`config.mk`:
```
export PLATFORM = sky130hd
export DESIGN_NAME = wb_regfile_scoreboard
export DESIGN_NICKNAME = d
export VERILOG_FILES = /design/src/rtl/wb_regfile_scoreboard.sv
export SDC_FILE = /design/constraint.sdc
export NUM_CORES = 2
export LEC_CHECK = 0
export CAP_MARGIN = 20
export CORE_MARGIN = 8
export CORE_UTILIZATION = 40
export CTS_CLUSTER_DIAMETER = 200
export DETAILED_ROUTE_END_ITERATION = 6
export PLACE_DENSITY = 0.66
export SETUP_SLACK_MARGIN = 0.5
export SLEW_MARGIN = 20
export SYNTH_ARGS = -nofsm -noshare
export SYNTH_HDL_FRONTEND = slang
export SYNTH_SLANG_ARGS = --single-unit
export TNS_END_PERCENT = 5
```
`constraint.sdc`:
```
create_clock -name Clk -period 9.9 [get_ports Clk]
set_input_delay 1.98 -clock Clk [delete_from_list [all_inputs] [get_ports Clk]]
set_output_delay 1.98 -clock Clk [all_outputs]
set_load 0.01 [all_outputs]
```
`src/rtl/wb_regfile_scoreboard.sv`:
```
// 32x32 register file with a per-register pending-write scoreboard and hazard stall.
// Optional macro WB_BYPASS_EN forwards the retiring write-back value to the read ports.
module wb_regfile_scoreboard #(
   parameter int MAX_INFLIGHT = 3
) (
   input  logic        Clk,
   input  logic        Reset_n,
   input  logic        RegWrite_WB,
   input  logic        MemtoReg_WB,
   input  logic [31:0] Read_Data_WB,
   input  logic [31:0] ALU_Result_WB,
   input  logic [4:0]  Write_Register_WB,
   input  logic [4:0]  Read_Register_1_ID,
   input  logic [4:0]  Read_Register_2_ID,
   input  logic        Uses_Rs_ID,
   input  logic        Uses_Rt_ID,
   input  logic        Issue_ID,
   input  logic        Issue_RegWrite_ID,
   input  logic [4:0]  Issue_Write_Register_ID,
   output logic [31:0] Read_Data_1_ID,
   output logic [31:0] Read_Data_2_ID,
   output logic        Stall_ID,
   output logic        Sb_Error
);

   localparam logic [1:0] MaxCount = 2'(MAX_INFLIGHT);

   logic [31:0] regFile_q   [32];
   logic [1:0]  pendCount_q [32];
   logic [1:0]  pendCount_d [32];
   logic        sbError_q;
   logic        sbError_d;
   logic [31:0] wbData;
   logic [31:0] retireVec;
   logic [31:0] issueVec;
   logic [31:0] busyVec;
   logic        accept;

   assign wbData = MemtoReg_WB ? Read_Data_WB : ALU_Result_WB;

   // Entry 0 of every vector stays clear so $0 is never tracked and never stalls.
   always_comb begin
      retireVec = '0;
      issueVec  = '0;
      busyVec   = '0;
      for (int r = 1; r < 32; r++) begin
         retireVec[r] = RegWrite_WB && (Write_Register_WB == 5'(r));
         issueVec[r]  = Issue_RegWrite_ID && (Issue_Write_Register_ID == 5'(r));
`ifdef WB_BYPASS_EN
         busyVec[r]   = (pendCount_q[r] - {1'b0, retireVec[r]}) != 2'd0;
`else
         busyVec[r]   = pendCount_q[r] != 2'd0;
`endif
      end
   end

   assign Stall_ID = (Uses_Rs_ID && busyVec[Read_Register_1_ID]) ||
                     (Uses_Rt_ID && busyVec[Read_Register_2_ID]);
   assign accept   = Issue_ID && !Stall_ID;

   // Simultaneous issue and retire of the same register cancel out.
   always_comb begin
      sbError_d = sbError_q;
      for (int r = 0; r < 32; r++) begin
         pendCount_d[r] = pendCount_q[r];
      end
      pendCount_d[0] = 2'd0;
      for (int r = 1; r < 32; r++) begin
         if (accept && issueVec[r] && !retireVec[r]) begin
            if (pendCount_q[r] >= MaxCount) begin
               sbError_d = 1'b1;
            end else begin
               pendCount_d[r] = pendCount_q[r] + 2'd1;
            end
         end else if (retireVec[r] && !(accept && issueVec[r])) begin
            if (pendCount_q[r] == 2'd0) begin
               sbError_d = 1'b1;
            end else begin
               pendCount_d[r] = pendCount_q[r] - 2'd1;
            end
         end
      end
   end

   always_ff @(posedge Clk or negedge Reset_n) begin
      if (!Reset_n) begin
         for (int r = 0; r < 32; r++) begin
            pendCount_q[r] <= 2'd0;
            regFile_q[r]   <= 32'd0;
         end
         sbError_q <= 1'b0;
      end else begin
         for (int r = 0; r < 32; r++) begin
            pendCount_q[r] <= pendCount_d[r];
         end
         sbError_q <= sbError_d;
         if (RegWrite_WB && (Write_Register_WB != 5'd0)) begin
            regFile_q[Write_Register_WB] <= wbData;
         end
      end
   end

   assign Sb_Error = sbError_q;

   always_comb begin
      Read_Data_1_ID = regFile_q[Read_Register_1_ID];
      Read_Data_2_ID = regFile_q[Read_Register_2_ID];
`ifdef WB_BYPASS_EN
      if (retireVec[Read_Register_1_ID]) begin
         Read_Data_1_ID = wbData;
      end
      if (retireVec[Read_Register_2_ID]) begin
         Read_Data_2_ID = wbData;
      end
`endif
      if (Read_Register_1_ID == 5'd0) begin
         Read_Data_1_ID = 32'd0;
      end
      if (Read_Register_2_ID == 5'd0) begin
         Read_Data_2_ID = 32'd0;
      end
   end

endmodule

```
# Word level (Yosys, flattened, before mapping)

Index checks and enable logic that the tools add are counted.

Bits in registers: 1087
Bits of input ports: 92
Output and inout bits: 66
Word-level logic and storage cells: 905

Add/subtract/negate cells: 62
Order comparisons: 37
Equal/unequal tests: 124
Mux-type cells: 264
Bitwise gates (word level): 3
Reductions and logical operators: 351

Operator list:

| operator                                                                      | number |
|---|---|
| 1024-bit bitwise mux                                                          | 1 |
| 32-bit binary-select mux with 5-bit select                                    | 2 |
| 32-bit 2-to-1 mux                                                             | 8 |
| 2-bit 2-to-1 mux                                                              | 124 |
| 32-bit demux with 5-bit select                                                | 1 |
| 5-bit equality test (second input constant)                                   | 32 |
| 1-bit logical AND                                                             | 160 |
| 1-bit 2-to-1 mux                                                              | 126 |
| 2-bit != test (second input constant)                                         | 62 |
| 2-bit nonzero test                                                            | 62 |
| 3-bit AND reduction                                                           | 31 |
| 5-bit by 4-bit equality test with 1-bit output (second input constant)        | 16 |
| 1-bit logical NOT                                                             | 63 |
| 2-bit by 1-bit adder with 2-bit output (second input constant)                | 31 |
| 2-bit greater-or-equal comparator (second input constant)                     | 31 |
| 2-bit logical NOT                                                             | 31 |
| 2-bit by 1-bit subtractor with 2-bit output (second input constant)           | 31 |
| 5-bit by 3-bit equality test with 1-bit output (second input constant)        | 8 |
| 5-bit by 2-bit equality test with 1-bit output (second input constant)        | 4 |
| 6-bit greater-or-equal comparator (second input constant)                     | 3 |
| 5-bit inverter with 6-bit output                                              | 3 |
| 5-bit by 6-bit less-than comparator with 1-bit output (second input constant) | 2 |
| 1-bit binary-select mux with 5-bit select                                     | 2 |
| 5-bit by 1-bit equality test with 1-bit output (second input constant)        | 2 |
| other kinds (4)                                                               | 5 |

# Depth between registers and ports, before layout

Word-level depth: 102
Mapped depth: 18
Mapped depth without buffers: 13

# Least setup slack after synthesis

No wires, ideal clock.

Path kind: input to output
Start point: input port Read_Register_1_ID[0]
End point: output port Read_Data_1_ID[17]
Arrival time: 3.712 ns
Data required time: 7.920 ns
Slack: 4.208 ns
Stages: 8
Path through: buf_2 buf_2 buf_2 buf_4 buf_4 mux4_2 o221ai_1 o21ai_0

Cells in the longest elaborated chain, start to end: 5
Elaborated cells on any way between the ends: 6

RTL lines:

| what                                                   | RTL line | RTL |
|---|---|---|
| from (decl)                                            | 13       | `input logic [4:0] Read_Register_1_ID,` |
| 5-bit inverter with 6-bit output (not written as such) | 106      | `Read_Data_1_ID = regFile_q[Read_Register_1_ID];` |
| 32-bit binary-select mux with 5-bit select             | 106      |  |
| 32-bit 2-to-1 mux (not written as such) (2 in series)  | 106      |  |
| 32-bit 2-to-1 mux *                                    | 116      | `if (Read_Register_1_ID == 5'd0) begin` |
| to (decl)                                              | 20       | `output logic [31:0] Read_Data_1_ID,` |

Mark *: on every way between the ends. The rest lies on a longest branch, timed or not. The select of a mux whose other input is x is not followed.

# Worst setup path after layout

Start point: input port Read_Register_1_ID[2]
End point: output port Read_Data_1_ID[3]

The elaborated chain is that of the path after synthesis.

==> summary.md <==
| Metric | Value |
|---|---|
| Vias per cell | 6.219 |
| CTS Buf Count | 113 |
| Overall power | 13.37 mW |
| Avg Cell Area, Syn | 9.927 µm² |
| CTS root buffer | clkbuf_16 |
| Finished Cell Area | 65830 µm² |
| RSZ-0062 raised after global routing | no |
| H-tree Lvls | 3 |
| WP buf/inv | 3 |
| Clk sink count | 1087 |
| Final setup vio count | 0 |
| Total Neg Setup Slack | 0 ns |
| Reg2Reg Depth | 13 |
| Crit-path max cell delay | 0.96 ns |
| Total number of yosys warnings | 0 |
| Max cap viols | 0 |
| Max-slew violations | 0 |
| Top Family by Delay on Critical Path | buffers and inverters |
| Die Width | 400.5 µm |
| Clock Pin Slew Worst Setup and Hold Paths | 0.06 ns |
| GRT Overall Usage | 23.88% |
| IO buf count | 157 |
| Top-Level Pins | 158 |
| Worst Setup Start Kind | input port |
| Gr ovfl total | 0 |
| FFs w/ async S/R, synth | 100.0% |
| Final core utilization | 44.69% |
| Drt first pass iters | 7 |
| Syn Inst Count | 5956 |
| Crit path DAT | 5.90 ns |
| Hold bufs inserted after CTS | 0 |
| Rel. slew slack | 17.66% |
| Maximum VDD drop | 0.1507 mV |
| Final wirelength | 198400 µm |
| Vias in the first global route | 46940 |
| Stages on the worst setup path | 8 |
| Standard-cell row count | 141 |
| Vias post-DR | 48258 |
| Final-stage net count | 5880 |
| PwrDens | 203.1 nW/µm² |
| Final hold slack | 0.3928 ns |
| Clock tree buffer depth | 3 |
| Fin crit period | 7.875 ns |
| Critical-path top delay cell | nand2b_4 |
| Final Cycle Share | 79.55% |
| Clock Latency Late Sink | 0.74 ns |
| Post-CTS setup buffer count | 0 |
| Number of routed nets with antenna violations | 0 |
| Main synth FF type | dfrtp_1 |
| Status | complete, but fails checks |
| Pleak | 27.86 nW |
| Hold Vio Cnt, Final | 0 |
| Failing checks | design-rule violations |
| Hold Crit Depth | 0 |
| Worst slew pin tran | 1.235 ns |
| Netlist Area Pre-Place | 59130 µm² |
| Dpl hpwl | 112500 µm |
| Worst path most repeated cell | buf_4 |
| Pin count of the biggest net entering global routing | 172 |
| Hold WC Path Type | register to register |
| CP endpoint kind | primary output |
| FMAX | 127.0 MHz |
| Synthesized netlist net count | 6110 |
| Routability cong. | 0.9256 |
| CTS tree | done |
| Fillers | 13688 |
| Post-CTS Resized | 0 |
| Starting density of the core | 40.14% |
| Area growth syn-to-layout | 11.34% |
| Number of synthesized register bits | 1087 |
| Global-route wire length before repair | 299400 µm |
| Number of enable flip-flop cells after synthesis | 0 |
| Met3 Track Usage GR | 4.509% |
| Grt peak-use layer | met2 |
| Remaining DRCs | 16 |
| Die area | 160400 µm² |
| Core region area | 147300 µm² |
| Critical path type | input port to primary output |
| 1st-iter DRT viols | 5268 |
| Critical path cell sequence | buf_4, nand2b_4, buf_4, o221ai_1, a21oi_1, or3_1, o21ai_0, clkdlybuf4s50_1 |
| CP max FO | 58 |
| Height of the die | 400.5 µm |
| Distinct cells, synth | 58 |
| Area after DPL | 61870 µm² |
| Met2 GRT Util | 37.89% |
| Drt wl/cell | 25.56 µm |
| Share of layout cells above drive strength 1 | 13.60% |
| CP required | 7.92 ns |
| Clock Skew | 0.01067 ns |
| Initial antenna violation count | 13 |
| Met1 Usage GRT | 31.27% |
| Seq/Total Area, Yosys | 46.01% |
[cells in the final DEF (no fill, tap or decap), types with 40 or more instances in the layout]
cell type,n
or3_1,77
o221ai_1,194
nor4b_1,40
a21oi_1,780
nand2_1,568
o22ai_1,64
clkdlybuf4s50_1,145
dfrtp_1,1087
ha_1,62
buf_4,103
clkbuf_16,114
nor2_1,561
mux2i_1,399
inv_1,49
mux4_2,257
o21ai_0,752
mux2_2,144
[synthesized netlist by cell type (5+ instances only)]
cell      instances  area, µm²
a21oi_1         780       3904
a31oi_1          24      150.1
and3_1           17      106.4
buf_1            66      247.7
buf_2            77      385.4
buf_4            41      307.8
buf_6            10      112.6
clkbuf_1        422       1584
dfrtp_1        1087      27200
ha_1             62      775.7
inv_1            51      191.4
maj3_1           16      160.2
mux2_2          144       1622
mux2i_1         431       4314
mux4_2          257       5788
nand2_1         583       2188
nand2b_1          6      37.54
nand3_1          10      50.05
nand3b_1          9      67.56
nand4_1          25      156.4
nand4b_1          5      43.79
nor2_1          577       2166
nor2b_1          21      131.4
nor3_1           29      145.1
nor3b_1          10      75.07
nor4_1           26      162.7
nor4b_1          40      350.3
o21ai_0         752       3764
o221ai_1        194       1699
o22ai_1          64      400.4
or3_1            77      481.7
[path summary, 6_finish.rpt]
path                                               to  slack (ns)                        start
hold reg to reg            regFile_q[995]$_DFFE_PN0P_        0.39   regFile_q[995]$_DFFE_PN0P_
setup / recovery                    Read_Data_1_ID[3]        2.02        Read_Register_1_ID[2]
max in group asynchronous  regFile_q[356]$_DFFE_PN0P_        6.50                      Reset_n
min in group asynchronous  regFile_q[381]$_DFFE_PN0P_        1.28                      Reset_n
setup reg to reg                   Sb_Error$_DFF_PN0_        5.26  pendCount_q[39]$_DFFE_PN0P_
hold / removal             regFile_q[995]$_DFFE_PN0P_        0.39   regFile_q[995]$_DFFE_PN0P_
[through the flow]
| step | worst slack [ns] | cells |
|---|---|---|
| after floorplan | 4.208 | 5956 |
| after global placement | 2.111 | 7538 |
| after detailed placement | 2.142 | 7540 |
| after CTS | 2.137 | 7746 |
| after global routing | 2.017 | 7755 |
| final | 2.025 | 7760 |
[per-layer routing]
layer  up-vias  share of wire, %  wire (µm)
met5         -            0.0086         17
met4         4               5.3      10460
met3       547               8.5      16910
met2      2387                46      91390
met1     24150                40      79570
li1      21170                 -          -
[layout make-up]
class / count / area [µm²] / share of cell area, %
Antenna cell: 13 / 32.53 / 0.04941
Clock inverter: 44 / 629.4 / 0.9560
Tap cell: 1930 / 2415 / 3.668
Multi-Input combinational cell: 4199 / 29400 / 44.66
Sequential cell: 1087 / 27200 / 41.32
Inverter: 51 / 193.9 / 0.2946
Timing Repair Buffer: 274 / 2675 / 4.063
Clock buffer: 162 / 3283 / 4.987
[registers in the layout, summed over array words and instances (netlist names)]
register	cells
pendCount_q	62
regFile_q	1024
Sb_Error	1
[where the power goes]
| part | internal (mW) | total [mW] | switching (mW) |
|---|---|---|---|
| clock | 2.66 | 4.53 | 1.86 |
| sequential | 5.35 | 6.04 | 0.693 |
| combinational | 1.34 | 2.81 | 1.46 |
[kinds of logic (layout without fill, tap and decap cells)]
logic type | count (synthesis) | count (layout) | share of synthesized area (%)
and+or+nand+nor | 1452 | 1452 | 10.65
muxes | 832 | 832 | 19.83
other | 0 | 13 | 0
buffers and inverters | 670 | 531 | 4.819
AOI/OAI and AO/OA | 1837 | 1837 | 17.11
DFF | 1087 | 1087 | 46.01
adders and majority gates | 78 | 78 | 1.583
(Power assumes the default switching activity.)
